==> config.mk <==
export PLATFORM = sky130hd
export DESIGN_NAME = alu_issue_ctrl
export DESIGN_NICKNAME = d
export VERILOG_FILES = /design/src/rtl/alu_defs_pkg.sv /design/src/rtl/alu_issue_ctrl_op_map.sv /design/src/rtl/alu_issue_ctrl.sv
export SDC_FILE = /design/constraint.sdc
export NUM_CORES = 1
export LEC_CHECK = 0
export CORE_AREA = 2 2 139 100
export CTS_BUF_LIST = sky130_fd_sc_hd__clkbuf_8
export DETAILED_ROUTE_END_ITERATION = 6
export DIE_AREA = 0 0 141 102
export HOLD_SLACK_MARGIN = 0.1
export PLACE_DENSITY = 0.79
export SLEW_MARGIN = 20
export SYNTH_ARGS = -nofsm -noshare
export SYNTH_HDL_FRONTEND = slang
export SYNTH_HIERARCHICAL = 1
export SYNTH_SLANG_ARGS = --single-unit
==> constraint.sdc <==
create_clock -name clock -period 3.6 [get_ports clock]
set_clock_uncertainty 0.05 [all_clocks]
set_input_delay 0.54 -clock clock [delete_from_list [all_inputs] [get_ports clock]]
set_output_delay 0.54 -clock clock [all_outputs]
set_load 0.005 [all_outputs]
==> src/rtl/alu_defs_pkg.sv <==
// Shared definitions for the ALU issue path: ALU control codes, R-type opcode
// fields, the decoder aluOp encoding and the issue controller state encoding.
package alu_defs_pkg;

  localparam logic [3:0] ALU_ADD  = 4'b0010;
  localparam logic [3:0] ALU_PASS = 4'b0111;
  localparam logic [3:0] ALU_SUB  = 4'b1010;
  localparam logic [3:0] ALU_AND  = 4'b0110;
  localparam logic [3:0] ALU_OR   = 4'b0100;
  localparam logic [3:0] ALU_XOR  = 4'b1001;
  localparam logic [3:0] ALU_MOV  = 4'b1101;
  localparam logic [3:0] ALU_BAD  = 4'b1111;

  localparam logic [10:0] RTYPE_ADD = 11'b10001011000;
  localparam logic [10:0] RTYPE_SUB = 11'b11001011000;
  localparam logic [10:0] RTYPE_AND = 11'b10001010000;
  localparam logic [10:0] RTYPE_ORR = 11'b10101010000;
  localparam logic [10:0] RTYPE_EOR = 11'b11001010000;

  typedef enum logic [1:0] {
    ALUOP_MEM   = 2'b00,
    ALUOP_CBZ   = 2'b01,
    ALUOP_RTYPE = 2'b10,
    ALUOP_MOV   = 2'b11
  } alu_op_e;

  typedef enum logic [1:0] {
    ST_IDLE    = 2'b00,
    ST_HOLD    = 2'b01,
    ST_CAPTURE = 2'b10,
    ST_WAIT_WB = 2'b11
  } issue_state_e;

endpackage

==> src/rtl/alu_issue_ctrl_op_map.sv <==
// Combinational translation of decoder aluOp plus the R-type opcode field into
// the 4-bit ALU control code; flags R-type fields that have no mapping.
module alu_op_map
  import alu_defs_pkg::*;
(
  input  logic [1:0]  alu_op,
  input  logic [10:0] opcode_field,
  output logic [3:0]  opcode,
  output logic        illegal
);

  always_comb begin
    opcode  = ALU_BAD;
    illegal = 1'b0;
    case (alu_op_e'(alu_op))
      ALUOP_MEM: opcode = ALU_ADD;
      ALUOP_CBZ: opcode = ALU_PASS;
      ALUOP_MOV: opcode = ALU_MOV;
      ALUOP_RTYPE: begin
        case (opcode_field)
          RTYPE_ADD: opcode = ALU_ADD;
          RTYPE_SUB: opcode = ALU_SUB;
          RTYPE_AND: opcode = ALU_AND;
          RTYPE_ORR: opcode = ALU_OR;
          RTYPE_EOR: opcode = ALU_XOR;
          default: begin
            opcode  = ALU_BAD;
            illegal = 1'b1;
          end
        endcase
      end
      default: opcode = ALU_BAD;
    endcase
  end

endmodule

==> src/rtl/alu_issue_ctrl.sv <==
// Issue controller in front of the ALU: accepts one instruction, holds the ALU
// inputs for a full sync window, captures the result and offers it to writeback.
module alu_issue_ctrl
  import alu_defs_pkg::*;
#(
  parameter int HOLD_CYCLES = 6,
  parameter int WIDTH       = 32
) (
  input  logic             clock,
  input  logic             reset,
  input  logic             issueValid,
  output logic             issueReady,
  input  logic [1:0]       aluOpIn,
  input  logic [10:0]      opcodeField,
  input  logic [WIDTH-1:0] regOne,
  input  logic [WIDTH-1:0] regTwo,
  input  logic [WIDTH-1:0] immediate,
  input  logic             aluSrc,
  input  logic             invertIn,
  output logic [WIDTH-1:0] inOne,
  output logic [WIDTH-1:0] inTwo,
  output logic [3:0]       opcode,
  output logic             invertZeroFlag,
  input  logic [WIDTH-1:0] aluResult,
  input  logic             aluZero,
  input  logic             aluCarry,
  output logic             wbValid,
  input  logic             wbReady,
  output logic [WIDTH-1:0] wbResult,
  output logic             wbZero,
  output logic             wbCarry,
  output logic             illegalOp
);

  localparam int CW = $clog2(HOLD_CYCLES);
  localparam logic [CW-1:0] COUNT_LAST = CW'(HOLD_CYCLES - 1);

  issue_state_e     state_q, state_d;
  logic [CW-1:0]    count_q, count_d;
  logic [WIDTH-1:0] in_one_q, in_one_d;
  logic [WIDTH-1:0] in_two_q, in_two_d;
  logic [3:0]       opcode_q, opcode_d;
  logic             invert_q, invert_d;
  logic             wb_valid_q, wb_valid_d;
  logic [WIDTH-1:0] wb_result_q, wb_result_d;
  logic             wb_zero_q, wb_zero_d;
  logic             wb_carry_q, wb_carry_d;

  logic [3:0] map_opcode;
  logic       map_illegal;
  logic       issue_ready;
  logic       accept;

  alu_op_map u_op_map (
    .alu_op       (aluOpIn),
    .opcode_field (opcodeField),
    .opcode       (map_opcode),
    .illegal      (map_illegal)
  );

  assign issue_ready = (state_q == ST_IDLE) || ((state_q == ST_WAIT_WB) && wbReady);
  assign accept      = issueValid && issue_ready;

  always_comb begin
    state_d     = state_q;
    count_d     = count_q;
    in_one_d    = in_one_q;
    in_two_d    = in_two_q;
    opcode_d    = opcode_q;
    invert_d    = invert_q;
    wb_valid_d  = wb_valid_q;
    wb_result_d = wb_result_q;
    wb_zero_d   = wb_zero_q;
    wb_carry_d  = wb_carry_q;

    case (state_q)
      ST_HOLD: begin
        count_d = count_q + 1'b1;
        if (count_q == COUNT_LAST) state_d = ST_CAPTURE;
      end
      ST_CAPTURE: begin
        wb_result_d = aluResult;
        wb_zero_d   = aluZero;
        wb_carry_d  = aluCarry;
        wb_valid_d  = 1'b1;
        state_d     = ST_WAIT_WB;
      end
      ST_WAIT_WB: begin
        if (wbReady) begin
          wb_valid_d = 1'b0;
          state_d    = ST_IDLE;
        end
      end
      default: ;
    endcase

    // accept is only possible from IDLE or a draining WAIT_WB, so it overrides
    // the per-state next state to give back-to-back issue.
    if (accept) begin
      in_one_d = regOne;
      in_two_d = aluSrc ? immediate : regTwo;
      opcode_d = map_opcode;
      invert_d = invertIn;
      count_d  = '0;
      state_d  = ST_HOLD;
    end
  end

  always_ff @(posedge clock or posedge reset) begin
    if (reset) begin
      state_q     <= ST_IDLE;
      count_q     <= '0;
      in_one_q    <= '0;
      in_two_q    <= '0;
      opcode_q    <= '0;
      invert_q    <= 1'b0;
      wb_valid_q  <= 1'b0;
      wb_result_q <= '0;
      wb_zero_q   <= 1'b0;
      wb_carry_q  <= 1'b0;
    end else begin
      state_q     <= state_d;
      count_q     <= count_d;
      in_one_q    <= in_one_d;
      in_two_q    <= in_two_d;
      opcode_q    <= opcode_d;
      invert_q    <= invert_d;
      wb_valid_q  <= wb_valid_d;
      wb_result_q <= wb_result_d;
      wb_zero_q   <= wb_zero_d;
      wb_carry_q  <= wb_carry_d;
    end
  end

  assign issueReady     = issue_ready;
  assign inOne          = in_one_q;
  assign inTwo          = in_two_q;
  assign opcode         = opcode_q;
  assign invertZeroFlag = invert_q;
  assign wbValid        = wb_valid_q;
  assign wbResult       = wb_result_q;
  assign wbZero         = wb_zero_q;
  assign wbCarry        = wb_carry_q;
  assign illegalOp      = accept && map_illegal;

endmodule
# --- After elaboration in Yosys (flattened, before gate mapping) ---
# Cells that the tools add are included.
# W data, S select, Z words.
totals:
  mem_count: 0
  wordCells: 51
  latch_bits: 0
  input_bits: 149
  mem_bits_rw: 0
  ff_bits: 109
  mem_bits_ro: 0
classes:
  order_cmp: 0
  div_mod_pow: 0
  n_eq_ne: 15
  n_reduce_logical: 12
  add_sub_neg: 1
  shift: 0
  mux: 13
  n_bitwise: 0
  n_mul: 0
ops:
  columns: ["operator", "n"]
  rows:
  - ["$eq A11 B11 Y1 const B", 5]
  - ["$mux W32", 1]
  - ["$pmux W4 S5", 1]
  - ["$pmux W4 S4", 1]
  - ["$eq A2 B2 Y1 const B", 4]
  - ["$mux W2", 3]
  - ["$mux W3", 2]
  - ["$ne A3 B3 Y1 const B", 2]
  - ["$pmux W2 S3", 1]
  - ["$reduce_or A5 Y1", 1]
  - ["$eq A2 B1 Y1 const B", 2]
  - ["$logic_not A2 Y1", 2]
  - ["$reduce_bool A2 Y1", 2]
  - ["$reduce_bool A4 Y1", 1]
  - ["$add A3 B1 Y3 const B", 1]
  - ["$eq A3 B3 Y1 const B", 1]
  - ["$logic_and A1 B1 Y1", 3]
  - ["$mux W1", 3]
  - ["$reduce_and A3 Y1", 1]
  - ["$ne A2 B2 Y1 const B", 1]
  - ["$pmux W1 S2", 1]
  - ["$reduce_and A2 Y1", 1]
  - ["$logic_or A1 B1 Y1", 1]

# --- Logic depth before layout (Yosys ltp) ---
# Gate-level depths: netlist of run 1.
logic_depth:
  depth_word: 6
  depth_mapped: 9
  ltp_nobuf: 5

# --- Hierarchy ---
# Netlist of run 1, hierarchy kept.
modules_own_cells:
  columns: ["mod", "n_inst", "cells_each", "area_each_um2"]
  rows:
  - ["alu_issue_ctrl", 1, 330, 4621.9]
  - ["alu_op_map", 1, 18, 142.6]

# --- Worst setup path before layout of run 1 ---
# Ideal clock, no wire load.
synth_timing:
  path_type: "flip-flop to flip-flop"
  from: "register state_q[0]"
  to: "register in_one_q[0] (netlist: inOne[0])"
  path_slack_ps: 1789
  t_arrival_ps: 1635
  setup_ps: 125
  path_stages_with_launch: 8
  synth_period_minus_slack_ps: 1811
  path_cell_list: "dfrtp_1 -> ha_1 -> a21o_1 -> buf_6 -> and2_4 -> buf_6 -> buf_6 -> mux2_4"
synth_via:
  elab_chain_cells: 4
synth_rtl:
  columns: ["item", "line_no", "rtl"]
  rows:
  - ["start, declared", "alu_issue_ctrl.sv:38", "issue_state_e state_q, state_d;"]
  - ["start signal, assigned", "alu_issue_ctrl.sv:122", "state_q <= state_d;"]
  - ["$eq A2 B2 Y1", "alu_issue_ctrl.sv:61", "assign issue_ready = (state_q == ST_IDLE) || ((state_q == ST_WAIT_WB) && wbReady);"]
  - ["$logic_and A1 B1 Y1", "alu_issue_ctrl.sv:61", null]
  - ["$logic_or A1 B1 Y1 *", "alu_issue_ctrl.sv:61", null]
  - ["$logic_and A1 B1 Y1 *", "alu_issue_ctrl.sv:62", "assign accept = issueValid && issue_ready;"]
  - ["end signal, assigned", "alu_issue_ctrl.sv:124", "in_one_q <= in_one_d;"]
  - ["end, declared", "alu_issue_ctrl.sv:40", "logic [WIDTH-1:0] in_one_q, in_one_d;"]
# Every way passes the cells marked *; elsewhere a longest branch is shown, timed or not.
# A chain may end at the register's enable or synchronous reset.

# --- Worst setup path in the final report of run 1 ---
layout_timing:
  from: "input port opcodeField[9]"
  to: "output port illegalOp"
layout_via:
  elab_chain_cells: 5
layout_rtl:
  columns: ["item", "line_no", "rtl"]
  rows:
  - ["start, declared", "alu_issue_ctrl.sv:14", "input logic [10:0] opcodeField,"]
  - ["$eq A11 B11 Y1", "alu_issue_ctrl_op_map.sv:20", "case (opcode_field)"]
  - ["$reduce_or A5 Y1 (no source line) *", null, null]
  - ["$mux W1 *", "alu_issue_ctrl_op_map.sv:20", null]
  - ["$mux W1 *", "alu_issue_ctrl_op_map.sv:15", "case (alu_op_e'(alu_op))"]
  - ["named net map_illegal", "alu_issue_ctrl.sv:50", "logic map_illegal;"]
  - ["$logic_and A1 B1 Y1 *", "alu_issue_ctrl.sv:144", "assign illegalOp = accept && map_illegal;"]
  - ["end, declared", "alu_issue_ctrl.sv:32", "output logic illegalOp"]
# Mark *: on every way through the listed nets, which the timed path passes. The rest lies on a longest branch.

==> key figures, run 1 <==
Outcome
  – Status: complete, no violations

Routing
  – Post-route met1 wirelength: 5.16 mm
  – DRC Markers: 0
  – ANT nets after route: 0
  – Top Layer Used: met4
  – Final wirelength: 13.4 mm
  – Vias per Instance: 4.87
  – Detail Route met2 WL: 6.67 mm
  – DR WL/cell: 17.4 µm
  – Routed wl met3: 1.32 mm
  – DR iter-0 viols: 99
  – Drt pass-1 iters: 4
  – DR vias: 3738

Clock network
  – Post-CTS Resized: 0
  – TritonCTS Buffers: 9
  – Post-CTS setup buffer count: 0
  – H-tree level count: 3
  – Clk slew on worst S/H paths: 0.10 ns
  – Post-CTS Hold Buffers: 0
  – Root Buffer: clkbuf_8
  – Clk_lat worst skew: 0.37 ns
  – CTS tree: done
  – Clock buffer depth: 2
  – Num Clock Sinks: 109

Logic synthesis
  – Count leader, synth: dfrtp_1
  – Share of the synthesized area in the top cell type: 57.2%
  – EDFF count, synth: 0
  – Largest family of logic cells by synthesized area: multiplexers
  – Async S/R FF share, synth: 100%
  – Mapped cell area: 0.00476 mm²
  – Mapped Cells: 348
  – Sequential area share after synthesis: 57.2%
  – Adder-cell share of the synthesized area: 1.84%
  – Yosys cell types: 32
  – Post-synthesis compound-gate area fraction: 9.11%
  – Simple-Gate Fraction of Synth Area: 2.23%
  – Post-synth top area cell: dfrtp_1
  – Mux cell area share after synthesis: 25.3%
  – Synthesized area per cell: 13.7 µm²
  – Synth area leaders: dfrtp_1, mux2_2, a21oi_1
  – Most frequent cells after synthesis: dfrtp_1, a21oi_1, mux2_2
  – Xor and xnor area share after synthesis: 0.551%
  – Top FF cell, synth: dfrtp_1
  – #FFs+latches synth: 109
  – Synth warn: 6
  – Syn_nets: 504

Timing
  – Fin. Hold Viols: 0
  – Peak Freq: 343 MHz
  – Worst Tran Pin Value: 0.991 ns
  – Final period util: 81.1%
  – Min Tclk post-route: 2.92 ns
  – Unrepaired setup endpoints after global routing: false
  – Final setup TNS: 0 ns
  – Count of final max-slew check failures: 0
  – Final setup violation count: 0
  – Max-slew headroom: 33.9%
  – Final WS setup: 0.682 ns

Critical path
  – Crit-path max FO: 5
  – Kind of critical path: in -> out
  – CP Launch Type: input pin
  – Worst path required time: 3.01 ns
  – Crit. End Element: output port
  – Arrival time at the worst endpoint: 2.33 ns
  – Reg2Reg Setup Slack: 1.32 ns

Floorplan
  – # rows: 35
  – I/O pin count: 255
  – Area of the core: 0.0130 mm²
  – Die H: 102 µm
  – Die area: 0.0144 mm²
  – Effective utilization at floorplan: 36.6%
  – Die width: 141 µm

Global routing
  – Largest net degree at the start of global routing: 59
  – Tot GR Track Use: 18.4%
  – Initial antenna violation count: 0
  – Global-route wire length before repair: 20.6 mm
  – Vias in the first global route: 4037
  – Grt ovf: 0

Cells and area
  – Area occupied by multi-input gates: 0.00186 mm²
  – Final nets: 753
  – Ant diodes: 0
  – Post-layout util: 58.5%
  – Design area: 0.00761 mm²
  – Fillers: 1039
  – Sequential Area: 0.00273 mm²
  – Layout cells sized above 1: 16.8%
  – Layout area overhead: 59.7%

Job
  – Maxcap violations: 0

Power
  – Leakage Power: 3.18 nW
  – Power Density: 759 mW/mm²
  – Power, Total: 5.78 mW
  – Maximum VDD drop: 0.000436 V

Placement
  – Port-buffer cells: 254
  – Gpl congestion: 0.815
  – Placed cell area: 0.00743 mm²
  – Setup WS pre-CTS: 0.656 ns
  – Detailed placement HPWL: 10.2 mm

Worst hold path
  – HP Class: reg -> reg
layout by cell type (no fill, tap or decap), drive strengths merged, types with 2 or more instances in the layout:
cell / count
clkdlybuf4s50: 253
dfrtp: 109
mux2: 72
a21oi: 67
mux2i: 32
clkbuf: 9
buf: 9
inv: 9
ha: 7
nor2: 6
a41oi: 4
xor2: 2
a311oi: 2
clkinvlp: 2
and2: 2
clkinv: 2
stage by stage:
| step | hold slack, ns | instances |
|---|---|---|
| after detailed placement | 0.443 | 752 |
| final | 0.466 | 767 |
| after global placement | 0.439 | 752 |
| after CTS | 0.468 | 767 |
| after global routing | 0.481 | 767 |
| after floorplan | 0.455 | 348 |
critical path: stages:
cell	delay (ns)
clkdlybuf4s50_1	0.56
o21ai_0	0.12
a311oi_1	0.39
and3_1	0.22
clkdlybuf4s50_1	0.49
report_power, final:
part	leakage, nW	internal, mW	switching (mW)
logic	1.85	1.89	1.02
registers	1.25	1.85	0.342
clock network	0.0836	0.255	0.426
total	3.18	3.99	1.79
flip-flops by register name, summed over array words and instances (netlist names):
name and cells:
count_q 3, inOne 32, inTwo 32, invertZeroFlag 1, opcode 4, state_q 2, wbCarry 1, wbResult 32
wbValid 1, wbZero 1
cell type report:
class,instances,share of cell area [%]
Clock buffer,9,1.63
Clock inverter,6,0.641
Inverter,7,0.378
Multi-Input combinational cell,208,24.5
Sequential cell,109,35.9
Tap cell,166,2.73
Timing Repair Buffer,262,34.3
cell families after synthesis:
kind of cell	Yosys count
buf+inv	31
flops	109
compound gates	79
mux	104
fa+ha+maj	7
xor+xnor	3
simple gates	15
final timing paths:
check                                from  depth (start not counted)      endpoint
setup / recovery           opcodeField[9]                          5     illegalOp
max in group asynchronous           reset                          3  wbResult[13]
hold / removal                wbResult[9]                          1   wbResult[9]
setup reg to reg               state_q[1]                          5     inTwo[30]
hold reg to reg               wbResult[9]                          1   wbResult[9]
min in group asynchronous           reset                          2   wbResult[0]
metal layers:
layer	track usage, %	vias up
met2	32.3	181
li1	-	1733
met1	20.2	1802
met5	0	-
met3	8.95	22
met4	4.85	0
(Power assumes the default switching activity.)
==> run 2, diff against run 1 <==
Clock period 3.6 ns to 2.6 ns, I/O delays scaled along.
==> run 2 against run 1 <==
Effect of this change:
- critical path depth unchanged
- die area stayed put
- wire length about the same
- via count rose by 0.51%
- clock power increased by 40%
- combinational power grew 40%
- global-route usage barely moved
==> key figures, run 2 (same netlist as run 1, synthesis figures left out) <==
Floorplan
  – Die H: 102 µm (unchanged)
  – I/O pin count: 255 (unchanged)
  – Die area: 0.0144 mm² (unchanged)
  – Area of the core: 0.0130 mm² (unchanged)
  – Die width: 141 µm (unchanged)
  – # rows: 35 (unchanged)
  – Effective utilization at floorplan: 36.6% (unchanged)

Power
  – Power Density: 1040 mW/mm² (+37%)
  – Leakage Power: 3.25 nW (+2.3%)
  – Maximum VDD drop: 0.000548 V (+26%)

Routing
  – DR vias: 3757 (+0.51%)
  – DRC Markers: 0 (unchanged)
  – DR iter-0 viols: 43 (-57%)
  – DR WL/cell: 17.2 µm (-1.2%)
  – Vias per Instance: 4.84 (-0.79%)
  – ANT nets after route: 0 (unchanged)
  – Drt pass-1 iters: 4 (unchanged)
  – Final wirelength: 13.4 mm (about the same)

Global routing
  – Met2 Resource Use GR: 32.6% (+0.23 points)
  – Most used routing layer: met2
  – Met1 Use GR: 20.7% (+0.49 points)
  – Global-route wire length before repair: 20.7 mm (+0.61%)
  – Met3 Resource Use GR: 8.34% (-0.61 points)
  – Tot GR Track Use: 18.4% (+0.041 points)
  – Vias in the first global route: 4008 (-0.72%)
  – Largest net degree at the start of global routing: 46 (-22%)
  – Grt ovf: 0 (unchanged)
  – Initial antenna violation count: 0 (unchanged)

Cells and area
  – Post-layout util: 59.5% (+1.0 points)
  – Layout area overhead: 62.4%
  – Layout cells sized above 1: 18.0% (+1.2 points)
  – Commonest non-fill, non-tap cells in the layout: clkdlybuf4s50_1, dfrtp_1, a21oi_1
  – Final nets: 762 (+1.2%)
  – Ant diodes: 0 (unchanged)
  – Design area: 0.00774 mm² (+1.7%)
  – Commonest non-fill, non-tap cell in the layout: clkdlybuf4s50_1

Critical path
  – Most frequent CP cell: clkdlybuf4s50_1
  – Kind of critical path: in -> out
  – Arrival time at the worst endpoint: 2.09 ns (-0.24 ns)
  – Critical Path, Cell by Cell: clkdlybuf4s50_1 > and4bb_4 > a311oi_2 > and3_1 > clkdlybuf4s50_1
  – Slowest stage cell, crit path: clkdlybuf4s50_1
  – Worst path required time: 2.16 ns (-0.85 ns)
  – Worst r2r dst: opcode[3]
  – Worst reg2reg path depth: 5 (unchanged)
  – Reg2Reg Setup Slack: 0.55 ns (-0.77 ns)
  – Crit-path max FO: 2 (-3)
  – CP Launch Type: input pin
  – CP max stage delay: 0.50 ns (-0.06 ns)
  – Crit. End Element: output port
  – Worst R2R Start: state_q[1]

Timing
  – Count of final max-slew check failures: 0 (unchanged)
  – Worst Tran Pin Value: 0.595 ns (-0.395 ns)
  – Fin. Hold Viols: 0 (unchanged)
  – Final setup TNS: 0 ns (unchanged)
  – Max-slew headroom: 60.2% (+26 points)
  – Hold WS: 0.383 ns (-0.0827 ns)
  – Peak Freq: 396 MHz
  – Min Tclk post-route: 2.53 ns
  – Unrepaired setup endpoints after global routing: false
  – Final period util: 97.2%
  – Final setup violation count: 0 (unchanged)

Clock network
  – Clock buffer depth: 2 (unchanged)
  – H-tree level count: 3 (unchanged)
  – Clk_lat worst skew: 0.36 ns (about the same)
  – Num Clock Sinks: 109 (unchanged)
  – CTS tree: done
  – TritonCTS Buffers: 9 (unchanged)
  – Root Buffer: clkbuf_8
  – Clk slew on worst S/H paths: 0.10 ns (about the same)
  – Post-CTS setup buffer count: 0 (unchanged)

Outcome
  – Status: complete, no violations

Placement
  – Port-buffer cells: 254 (unchanged)
  – Placed cell area: 0.00755 mm² (+1.6%)
  – Gpl congestion: 0.847 (+3.9%)
  – Detailed placement HPWL: 10.3 mm (+0.79%)

Worst hold path
  – HP Class: in -> async

Job
  – Maxcap violations: 0 (unchanged)
[run 2: cell count changes in the layout (fill, tap and decap cells not counted), moves of 2 or more]
cell,change
buf_4,+5
inv_1,+3
buf_12,+4
clkbuf_8,+2
[run 2: where the power goes]
| part | switching [mW] | internal [mW] |
|---|---|---|
| registers | 0.476 | 2.56 |
| logic | 1.40 | 2.66 |
| clock network | 0.560 | 0.396 |
[run 2: layout make-up]
cell class	instances	area (µm²)
Clock inverter	5	27.5
Clock buffer	11	151
Sequential cell	109	2730
Tap cell	166	208
Timing Repair Buffer	271	2730
Multi-Input combinational cell	208	1870
Inverter	7	30.0
Fill cell	1029	5270
[run 2: worst max-delay path by stage]
stage                         startpoint        end  slack [ns]  cells after the start
final                     opcodeField[7]  illegalOp        0.07                      5
after global routing          state_q[1]  illegalOp       0.005                      4
after CTS                 opcodeField[7]  illegalOp        0.07                      5
after detailed placement  opcodeField[7]  illegalOp       -0.04                      5
after global placement    opcodeField[7]  illegalOp       -0.06                      5
after floorplan               state_q[0]   inOne[0]        0.79                      7
[run 2: what timing repair did]
item                                    CTS  global route
hold buffers                              0             0
resized for setup                         2             0
endpoints found under the setup margin    2             0
[run 2: layer usage]
metal,up-vias,routed length (µm)
met5,-,0
met4,0,161
met3,14,1420
met2,170,6480
met1,1817,5320
li1,1756,-
[run 2: metrics by stage]
step | std cells | power [mW] | worst slack [ns]
CTS | 777 | 8.17 | 0.0724
floorplan | 348 | 4.84 | 0.789
finish | 777 | 8.05 | 0.0738
global placement | 761 | 7.02 | -0.0562
global route | 777 | 8.61 | 0.00485
detailed placement | 761 | 7.16 | -0.0417
[run 2: critical path, delay by kind of cell]
| kind | cells | cell delay (ns) |
|---|---|---|
| and+or+nand+nor | 2 | 0.43 |
| AOI/OAI and AO/OA | 1 | 0.32 |
| buffers and inverters | 2 | 0.94 |
==> run 3, diff against run 2 <==
Settings changed: CORE_AREA 2 2 139 100 to 2 2 128 93, DIE_AREA 0 0 141 102 to 0 0 130 95, PLACE_DENSITY 0.79 to 0.89.
Clock period 2.6 ns to 3.2 ns, I/O delays scaled along.
==> run 3 against run 2 <==
Effect of this change:
- first-iteration DRC count is 130% higher
- count of clock-buffer cells in the layout down 2
- total power down 19%
- largest power group unchanged
- combinational power is 19% lower
- hold slack better by 0.082 ns
- wire length is 0.40% higher
- register-to-register slack improved by 0.52 ns
- via count fell by 0.11%
- clock power is 21% lower
- final cell count fell by 2.2%
- sequential share of layout area rose by 0.57 points
- worst setup slack better by 0.32 ns
==> key figures, run 3 (same netlist as run 1, synthesis figures left out) <==
Cells and area
  – Sequential Area: 0.00273 mm² (unchanged)
  – Area occupied by multi-input gates: 0.00186 mm² (-0.40%)
  – Layout area overhead: 59.9%
  – Commonest non-fill, non-tap cells in the layout: clkdlybuf4s50_1, dfrtp_1, a21oi_1
  – Ant diodes: 0 (unchanged)
  – Design area: 0.00762 mm² (-1.6%)
  – Final nets: 754 (-1.0%)
  – Layout Cells excl Fill: 760 (-2.2%)
  – Fillers: 846 (-18%)
  – Layout cells sized above 1: 16.9% (-1.1 points)
  – Commonest non-fill, non-tap cell in the layout: clkdlybuf4s50_1

Critical path
  – Worst path required time: 2.67 ns (+0.51 ns)
  – Slowest stage cell, crit path: clkdlybuf4s50_1
  – Critical Path, Cell by Cell: clkdlybuf4s50_1 > o21ai_0 > a311oi_1 > and3_1 > clkdlybuf4s50_1
  – CP Launch Type: input pin
  – Reg2Reg Setup Slack: 1.07 ns (+0.52 ns)
  – Family with the most delay on the worst path: buffers and inverters
  – Arrival time at the worst endpoint: 2.28 ns (+0.19 ns)
  – CP max stage delay: 0.55 ns (+0.05 ns)
  – Crit. End Element: output port
  – Crit-path max FO: 5 (+3)
  – Worst reg2reg path depth: 6 (+1)
  – Kind of critical path: in -> out
  – Most frequent CP cell: clkdlybuf4s50_1
  – Cell depth of the worst setup path: 5 (unchanged)
  – Worst path buffer plus inverter count: 2 (unchanged)

Outcome
  – Status: complete, no violations

Clock network
  – Clk slew on worst S/H paths: 0.10 ns (about the same)
  – H-tree level count: 3 (unchanged)
  – Root Buffer: clkbuf_8
  – Post-CTS setup buffer count: 0 (unchanged)
  – Post-CTS Resized: 0 (-2)
  – CTS tree: done
  – TritonCTS Buffers: 9 (unchanged)
  – Post-CTS Hold Buffers: 0 (unchanged)
  – Clock buffer depth: 2 (unchanged)
  – Num Clock Sinks: 109 (unchanged)
  – Clk_lat worst skew: 0.35 ns (about the same)

Routing
  – ANT nets after route: 0 (unchanged)
  – DR WL/cell: 17.7 µm (+2.6%)
  – Vias per Instance: 4.94 (+2.1%)
  – Final wirelength: 13.4 mm (+0.40%)
  – DR iter-0 viols: 100 (+130%)
  – DR vias: 3753 (-0.11%)
  – DRC Markers: 0 (unchanged)
  – Drt pass-1 iters: 4 (unchanged)

Floorplan
  – Die area: 0.0124 mm² (-14%)
  – Die H: 95 µm (-6.9%)
  – I/O pin count: 255 (unchanged)
  – Area of the core: 0.0113 mm² (-13%)
  – # rows: 33 (-5.7%)
  – Effective utilization at floorplan: 42.3% (+5.6 points)
  – Die width: 130 µm (-7.8%)

Timing
  – Unrepaired setup endpoints after global routing: false
  – Min Tclk post-route: 2.81 ns
  – Max-slew headroom: 30.6% (-30 points)
  – Fin. Hold Viols: 0 (unchanged)
  – Final setup violation count: 0 (unchanged)
  – Worst Tran Pin Value: 1.04 ns (+0.446 ns)
  – Peak Freq: 356 MHz
  – Final setup TNS: 0 ns (unchanged)
  – Hold WS: 0.465 ns (+0.0817 ns)
  – Count of final max-slew check failures: 0 (unchanged)
  – Final period util: 87.8%
  – Final WS setup: 0.390 ns (+0.316 ns)

Global routing
  – Initial antenna violation count: 0 (unchanged)
  – Met3 Resource Use GR: 7.65% (-0.69 points)
  – Global-route wire length before repair: 20.1 mm (-3.1%)
  – Grt ovf: 0 (unchanged)
  – Vias in the first global route: 3954 (-1.3%)
  – Met2 Resource Use GR: 38.4% (+5.8 points)
  – Tot GR Track Use: 21.2% (+2.8 points)
  – Largest net degree at the start of global routing: 60 (+30%)
  – Most used routing layer: met2
  – Met1 Use GR: 24.4% (+3.7 points)

Power
  – Power Density: 858 mW/mm² (-17%)
  – Leakage Power: 3.20 nW (-1.7%)
  – Maximum VDD drop: 0.000549 V (+0.20%)

Placement
  – Port-buffer cells: 254 (unchanged)
  – Detailed placement HPWL: 10.2 mm (-0.74%)
  – Placed cell area: 0.00744 mm² (-1.4%)
  – Setup WS pre-CTS: 0.402 ns (+0.444 ns)
  – Gpl congestion: 0.763 (-10%)
  – Cells after DPL: 744 (-2.2%)

Worst hold path
  – HP Class: reg -> reg
  – Hold path depth: 1

Job
  – Maxcap violations: 0 (unchanged)
[run 3: cell types whose count changed in the layout (fill, tap and decap cells not counted), sizes merged]
cell / previous run / this run
clkinvlp: 2 / 1
clkbuf: 11 / 9
buf: 18 / 10
clkinv: 0 / 3
[run 3: final timing paths]
| kind | from | endpoint |
|---|---|---|
| max | opcodeField[9] | illegalOp |
| min | wbCarry | wbCarry |
| min in group asynchronous | reset | wbResult[5] |
| min reg2reg | wbCarry | wbCarry |
| max reg2reg | state_q[0] | inOne[29] |
| max in group asynchronous | reset | count_q[1] |
[run 3: layout make-up]
type                       count  share of cell area, %
sequential                   109                   35.8
clock inverter                 7                  0.641
tap                          157                   2.58
multi-input combinational    208                   24.4
clock buffer                   9                   1.63
inverter                       7                  0.394
timing repair buffer         263                   34.5
[run 3: power by group]
part	leakage (nW)	total [mW]	switching [mW]	internal, mW
logic	1.85	3.30	1.17	2.14
clock network	0.0956	0.757	0.469	0.289
registers	1.25	2.47	0.398	2.08
[run 3: metal layers]
layer	routed length [µm]	up-vias	part of all wire (%)
met4	72	0	0.54
met1	5180	1846	39
met5	0	-	0
met2	7000	164	52
li1	-	1738	-
met3	1170	5	8.7
[run 3: metrics by stage]
step	power [mW]	util, %
floorplan	3.93	-
global placement	5.67	66.0
finish	6.54	67.6
global route	6.96	67.6
detailed placement	5.84	66.0
CTS	6.63	67.6
